[config.mk]
export PLATFORM = sky130hd
export DESIGN_NAME = std_gray_counter
export DESIGN_NICKNAME = d
export VERILOG_FILES = /design/src/rtl/std_gray_counter.sv
export SDC_FILE = /design/constraint.sdc
export NUM_CORES = 1
export LEC_CHECK = 0
export CORE_AREA = 2 2 39 41
export DETAILED_ROUTE_END_ITERATION = 7
export DIE_AREA = 0 0 41 43
export GPL_TIMING_DRIVEN = 0
export PLACE_DENSITY_LB_ADDON = 0.25
export RECOVER_POWER = 25
export SETUP_SLACK_MARGIN = 0.2
export SLEW_MARGIN = 20
export SYNTH_ARGS = -nofsm -noshare
export SYNTH_HDL_FRONTEND = slang
export SYNTH_SLANG_ARGS = --single-unit
[constraint.sdc]
create_clock -name i_clk -period 2 [get_ports i_clk]
set_input_delay 0.3 -clock i_clk [delete_from_list [all_inputs] [get_ports i_clk]]
set_output_delay 0.3 -clock i_clk [all_outputs]
set_load 0.02 [all_outputs]
[src/rtl/std_gray_counter.sv]
// Up/down binary counter with a registered Gray-code twin output.
// Gray is flopped from the next-state value so it never glitches.
module std_gray_counter #(
  parameter int WIDTH = 4,
  parameter int INIT  = 0
) (
  input  logic             i_clk,
  input  logic             i_rst,
  input  logic             i_clr,
  input  logic             i_load,
  input  logic [WIDTH-1:0] i_load_val,
  input  logic             i_up,
  input  logic             i_down,
  output logic [WIDTH-1:0] o_bin,
  output logic [WIDTH-1:0] o_gray,
  output logic             o_wrap
);

  localparam logic [WIDTH-1:0] INIT_V = WIDTH'(INIT);
  localparam logic [WIDTH-1:0] ONE_V  = WIDTH'(1);

  logic [WIDTH-1:0] bin_q, bin_d;
  logic [WIDTH-1:0] gray_q, gray_d;
  logic             wrap_q, wrap_d;

  always_comb begin
    bin_d  = bin_q;
    wrap_d = 1'b0;
    if (i_clr) begin
      bin_d = INIT_V;
    end else if (i_load) begin
      bin_d = i_load_val;
    end else if (i_up && !i_down) begin
      bin_d  = bin_q + ONE_V;
      wrap_d = &bin_q;
    end else if (i_down && !i_up) begin
      bin_d  = bin_q - ONE_V;
      wrap_d = ~|bin_q;
    end
    gray_d = bin_d ^ (bin_d >> 1);
  end

  always_ff @(posedge i_clk) begin
    if (i_rst) begin
      bin_q  <= INIT_V;
      gray_q <= INIT_V ^ (INIT_V >> 1);
      wrap_q <= 1'b0;
    end else begin
      bin_q  <= bin_d;
      gray_q <= gray_d;
      wrap_q <= wrap_d;
    end
  end

  assign o_bin  = bin_q;
  assign o_gray = gray_q;
  assign o_wrap = wrap_q;

endmodule

==> flow_summary.json <==
{
  "outcome": "finished, final reports clean",
  "area_growth_pct": 60.31,
  "drt_iter0_markers": 20,
  "gp_congestion": 0.7133,
  "grt_pass1_vias": 411,
  "arrival_ns": 1.90,
  "portBuffers": 18,
  "highest_layer": "met4",
  "wire_per_inst_um": 11.57,
  "skew_ns": 0.003958,
  "end_kind": "register",
  "layout.nets": 96,
  "finalSetupTns_ns": 0,
  "cts_buffers": 3,
  "rows": 14,
  "vdd_drop_max_uv": 404.0,
  "p_int_w": 0.0003115,
  "track_usage_pct": 14.80,
  "p_per_area_mw_per_mm2": 555.7,
  "core-area_mm2": 0.001384,
  "setup-violations-final": 0,
  "clockBufferDepth": 2,
  "drt-met1-wl_um": 433,
  "p_sw_w": 0.0001266,
  "postLayoutCoreUtil_pct": 56.96,
  "pwr-share-seq_pct": 39.8,
  "rr_endpoint": "o_gray[1]$_SDFF_PP0_",
  "grt_max_degree": 9,
  "period_needed_ns": 1.761,
  "swShare_pct": 28.90,
  "clock_sinks": 8,
  "synth-seq-cells": 8,
  "antenna_found_initial": 0,
  "route.detailed.drc": 0,
  "cts.clk_slew.worst_paths_ns": 0.06,
  "drt-vias-per-instance": 5.072,
  "synth_edf_count": 0,
  "synth_commonest_cells": "dfxtp_1, nor2_1, xnor2_1",
  "rsz0062_at_grt": "false",
  "yosysSeqAreaShare_pct": 32.57,
  "slew_headroom_pct": 78.31,
  "worstMarginPinSlew_ns": 0.3253,
  "die_h_um": 43,
  "rrSetupSlack_ns": 0.24,
  "startpoint": "o_bin[1]$_SDFF_PP0_",
  "clock_latency_ns": 0.26,
  "synthesis.nets": 68,
  "start_kind": "register",
  "crit_required_ns": 2.14,
  "avgSynthCellArea_um2": 8.940,
  "power.leakage_nw": 0.3427,
  "synth_top_area_share_pct": 32.57,
  "die-area_mm2": 0.001763,
  "numPlacedInstances": 89,
  "num_vias": 492,
  "drive_gt1_share_pct": 22.22,
  "synth_area_leaders": "dfxtp_1, xnor2_1, ha_1, nor2_1, mux2i_1",
  "grt_first_pass_wirelength_um": 1745,
  "timing.rr.start": "o_bin[1]$_SDFF_PP0_",
  "fmax_ghz": 0.5679,
  "place_hpwl_um": 746.8,
  "synth_top_cell_by_area": "dfxtp_1",
  "synth_cell_types": 24,
  "final_cells": 97,
  "worstSetupEndpoint": "o_gray[1]$_SDFF_PP0_",
  "r2r_cells": 7,
  "hold_violations": 0,
  "drt_first_pass_iters": 5,
  "htree_num_levels": 1,
  "crit_type": "register to register",
  "maxCapViolCount": 0,
  "fillers": 136,
  "synthesis.area_um2": 491.7,
  "yosysMostFrequentCell": "dfxtp_1",
  "drt-total-wl_um": 1122,
  "hold_path.class": "register to register",
  "finalMaxSlewViolations": 0,
  "syn_inst": 55,
  "async_reset_ff_share_pct": 0,
  "io_pins": 19,
  "grt_overflow": 0,
  "clkPwrFrac_pct": 28.4,
  "antenna_left": 0,
  "worst-path-max-fanout": 3,
  "dr_wl_met3_um": 71,
  "die_w_um": 41,
  "clockRootBuffer": "clkbuf_4",
  "min_period_over_period_pct": 88.04,
  "combPwrFrac_pct": 31.7,
  "antenna_cells": 0,
  "yosysWarningCount": 0,
  "start_util_pct": 35.53,
  "met2_wirelength_um": 604,
  "synth-main-ff-cell": "dfxtp_1",
  "cts_tree": "yes"
}
==> repair_timing <==
action,4_1_cts,5_1_grt
setup buffers,1,4
endpoints found under the setup margin,1,2
gates resized for setup,2,7
pin swaps,1,1
cloned,0,0
hold buffers,0,0
==> worst min-delay path by stage <==
| stage | cells past startpoint | startpoint | end |
|---|---|---|---|
| final | 2 | o_bin[3]$_SDFF_PP0_ | o_wrap$_SDFF_PP0_ |
| after global routing | 2 | o_bin[3]$_SDFF_PP0_ | o_wrap$_SDFF_PP0_ |
| after detailed placement | 2 | o_bin[3]$_SDFF_PP0_ | o_wrap$_SDFF_PP0_ |
| after global placement | 2 | o_bin[3]$_SDFF_PP0_ | o_wrap$_SDFF_PP0_ |
| after CTS | 2 | o_bin[3]$_SDFF_PP0_ | o_wrap$_SDFF_PP0_ |
| after floorplan | 1 | i_load | o_wrap$_SDFF_PP0_ |
==> cells by family after synthesis <==
kind of cell,after synthesis,share of synthesized area [%]
AO/OA/AOI/OAI,7,10.68
XOR/XNOR,7,12.47
adder cells (fa/ha/maj),3,7.634
buffers and inverters,6,5.342
flip-flops,8,32.57
multiplexers,4,9.160
AND/OR/NAND/NOR,20,22.14
==> critical path, cell delays in order (launching register included) <==
cell	delay (ns)
dfxtp_1	0.36
inv_1	0.08
ha_1	0.18
and3b_1	0.19
a31oi_2	0.20
xnor2_2	0.10
mux2i_2	0.22
mux2_4	0.32
==> power groups by stage <==
| stage | Clock (W) | Combinational (W) | Sequential [W] |
|---|---|---|---|
| floorplan | 0 | 0.0000588 | 0.000190 |
| global placement | 0 | 0.000119 | 0.000180 |
| detailed placement | 0 | 0.000120 | 0.000179 |
| CTS | 0.000127 | 0.000123 | 0.000175 |
| global route | 0.000141 | 0.000150 | 0.000176 |
| finish | 0.000125 | 0.000139 | 0.000174 |
==> per-stage QoR <==
step            power, W  instance area, um2  setup slack, ns  hold slack [ns]
4_1_cts        0.0004254               725.7           0.2091           0.6371
3_5_place_dp   0.0002990               694.4          -0.1425           0.6291
3_3_place_gp   0.0002982               694.4          -0.1473           0.6298
2_1_floorplan  0.0002487               494.2           0.2513           0.3793
5_1_grt        0.0004676               788.3           0.1832           0.6936
6_report       0.0004381               788.3           0.2392           0.6279
==> state kept, by name, summed over array words and instances (netlist names) <==
register,count
o_bin,4
o_gray,3
o_wrap,1
==> layout by cell type, fill, tap and decap left out <==
cell type / synthesis / routed
clkdlybuf4s50_1: 0 / 13
nor2_1: 7 / 7
dfxtp_1: 8 / 7
buf_4: 1 / 6
inv_1: 4 / 4
nand2_1: 4 / 4
xnor2_1: 5 / 4
ha_1: 3 / 3
clkbuf_4: 0 / 3
dlygate4sd3_1: 0 / 3
mux2i_1: 2 / 2
and2_1: 2 / 2
xor2_1: 2 / 2
nor2b_1: 2 / 2
and3b_2: 1 / 1
nor3b_2: 1 / 1
a31oi_1: 2 / 1
or2_1: 1 / 1
clkbuf_1: 1 / 1
nor3_1: 1 / 1
a22oi_1: 1 / 1
and3b_1: 1 / 1
a31oi_2: 0 / 1
xnor2_2: 0 / 1
a211oi_1: 2 / 1
a211oi_2: 0 / 1
o31ai_4: 0 / 1
mux2i_2: 1 / 1
mux2_4: 0 / 1
a21oi_1: 1 / 1
dlymetal6s2s_1: 0 / 1
dlygate4sd2_1: 0 / 1
dfxtp_4: 0 / 1
==> per-layer routing <==
metal / GRT usage, % / vias to the layer above
met2: 24.69 / 21
met4: 4.000 / 0
met1: 16.23 / 232
met3: 6.283 / 4
li1: - / 235
met5: 0 / -
==> area by class of cell <==
class                      count  area (um2)  area share [%]
inverter                       4       15.01           1.905
timing repair buffer          23       219.0           27.78
sequential                     8       163.9           20.79
buffer                         2       11.26           1.429
clock buffer                   3       22.52           2.857
tap                           16       20.02           2.540
multi-input combinational     41       336.6           42.70
Power figures use the tool's default switching activity.
==> RTL change: new RTL, same settings <==
Set the parameter `WIDTH` to 5 (it was 4).
--- a/src/rtl/std_gray_counter.sv
+++ b/src/rtl/std_gray_counter.sv
@@ -2,5 +2,5 @@
 // Gray is flopped from the next-state value so it never glitches.
 module std_gray_counter #(
-  parameter int WIDTH = 4,
+  parameter int WIDTH = 5,
   parameter int INIT  = 0
 ) (
Ports: changed (resized i_load_val, o_bin and o_gray); port bits go from 19 to 22. No check against the original RTL was run, so the function may have changed too.
==> RTL change against the original RTL <==
  * Die area unchanged
  * Worst hold slack worse by 0.11 ns
  * Sequential cell count rose by 2
  * Clock power grew 43%
  * Cell area grew 16%
  * Routed wire length increased by 15%
  * Worst setup slack gained 0.043 ns
  * Synthesized area is 30% higher
  * Total power rose by 27%
  * Clock skew rose by 0.0013 ns
  * Critical path type is now input pin to flop
  * Largest power group unchanged
==> RTL change: results <==
critical_path:
  cp_top_family: "simple AND/OR/NAND/NOR gates"
  r2r_end: "o_gray[3]$_SDFF_PP0_"
  r2r-start: "o_bin[0]$_SDFF_PP0_"
  critPathMaxFanout: 6
  critical_path_arrival_ns: 1.87
  r2r_slack_ns: 0.32
  slowest_delay_ns: 0.63
  cp_slowest_cell: "dlygate4sd3_1"
synth:
  syn_avg_cell_area_um2: 8.845
  ys.warnings.count: 0
  synth_area_leaders: "dfxtp_1, ha_1, xnor2_1"
  ys.flop_type: "dfxtp_1"
  syn_nets: 86
  ys_seq_area_share_pct: 31.43
  async_flop_share_pct: 0
  ys_types: 33
  synth_commonest_cells: "dfxtp_1, nor2_1, nand2b_1, xnor2_1"
outcome:
  status: "finished, final reports clean"
global_routing:
  grt_pass1_vias: 536
  grt.met1_usage_pct: 22.88
  grtUsageMet2_pct: 29.06
  grt_usage_pct: 18.57
  grt_first_pass_wirelength_um: 2221
  grt_max_degree: 11
  met3_usage_pct: 7.853
place:
  finalWeightedCongestion: 0.7165
  hpwl_um: 1014
  dpl_cell_area_um2: 857.1
  placement.io_buffers: 20
  placed_cells: 108
min_path:
  min_to: "o_wrap$_SDFF_PP0_"
  hp-start: "i_down"
  hold_depth: 4
  hp-class: "input pin to flop"
clock_tree:
  numCtsBuffers: 3
  cts_max_level: 1
  post-cts-setup-buffers: 0
  clk_latency_ns: 0.26
  root_buffer: "clkbuf_4"
  cts.clk_slew.worst_paths_ns: 0.07
final_layout:
  drive_above_1_share_pct: 16.67
  largest_register_ffs: 5
  mostFrequentLayoutCell: "clkdlybuf4s50_1"
power_and_ir_drop:
  power_leakage_uw: 0.0003737
  ir_drop_mv: 0.4312
  intPower_uw: 403.0
sta:
  maxSlewHeadroom_pct: 75.90
  fin_skew_ns: 0.005267
route:
  firstDrtPassIters: 3
  routed-via-count: 588
  vias_per_cell: 5.250
  post_drt_wl_per_cell_um: 11.52
  drtIter0Drc: 6
  drc: 0
==> RTL change: power groups by stage <==
stage	clock network (µW)	logic [µW]	registers [µW]
final	179	154	221
after global routing	195	169	223
after CTS	182	153	221
after detailed placement	0	152	226
after global placement	0	150	225
after floorplan	0	79.5	239
==> RTL change: logic make-up (layout without fill, tap and decap cells) <==
| kind of cell | count (synthesis) | count (layout) | synth area share (%) |
|---|---|---|---|
| AO/OA/AOI/OAI | 13 | 13 | 18.27 |
| XOR/XNOR | 6 | 6 | 8.251 |
| adder cells (fa/ha/maj) | 3 | 3 | 5.895 |
| buffers and inverters | 7 | 31 | 5.893 |
| flip-flops | 10 | 10 | 31.43 |
| multiplexers | 1 | 1 | 1.572 |
| AND/OR/NAND/NOR | 32 | 32 | 28.68 |
==> RTL change: tightest hold or removal path: cells and delay by family <==
| family | cells | cell delay, ns |
|---|---|---|
| compound gates | 1 | 0.06 |
| buf+inv | 1 | 0.10 |
| simple gates | 2 | 0.26 |
==> RTL change: layer usage <==
layer	wire length [µm]	vias to the layer above	share of wire, %
li1	-	300	-
met1	558	267	43
met2	644	21	50
met3	87	0	6.7
met4	0	0	0
met5	0	-	0
==> RTL change: worst max path at each step <==
stage                             start              endpoint  slack (ns)  depth (start not counted)
floorplan           o_bin[1]$_SDFF_PP0_  o_gray[3]$_SDFF_PP0_        0.22                          7
global placement                   i_up  o_gray[3]$_SDFF_PP0_       -0.20                          6
detailed placement                 i_up  o_gray[3]$_SDFF_PP0_       -0.20                          6
CTS                 o_bin[0]$_SDFF_PP0_  o_gray[3]$_SDFF_PP0_        0.26                          7
global route                     i_load  o_gray[2]$_SDFF_PP0_        0.21                          7
finish                           i_load  o_gray[2]$_SDFF_PP0_        0.28                          5
==> RTL change: area by class of cell <==
| cell class | instances | area [µm²] |
|---|---|---|
| buffer | 4 | 27.53 |
| sequential | 10 | 202.7 |
| tap | 16 | 20.02 |
| fill | 132 | 469.2 |
| clock buffer | 4 | 36.28 |
| timing repair buffer | 20 | 198.9 |
| multi-input combinational | 55 | 417.9 |
| inverter | 3 | 11.26 |
==> RTL change: stage by stage <==
stage               power [µW]  worst slack [ns]  hold slack [ns]
floorplan                318.2            0.2167           0.3724
global placement         375.1           -0.1960           0.6744
detailed placement       377.9           -0.2012           0.6811
CTS                      557.0            0.2563           0.5144
global route             586.0            0.2121           0.5530
finish                   554.8            0.2827           0.5158
==> RTL change: timing repair <==
item,4_1_cts,5_1_grt
hold buffers,0,0
pin swaps,0,0
setup endpoints to repair,3,4
gates resized for setup,2,6
hold endpoints to repair,0,0
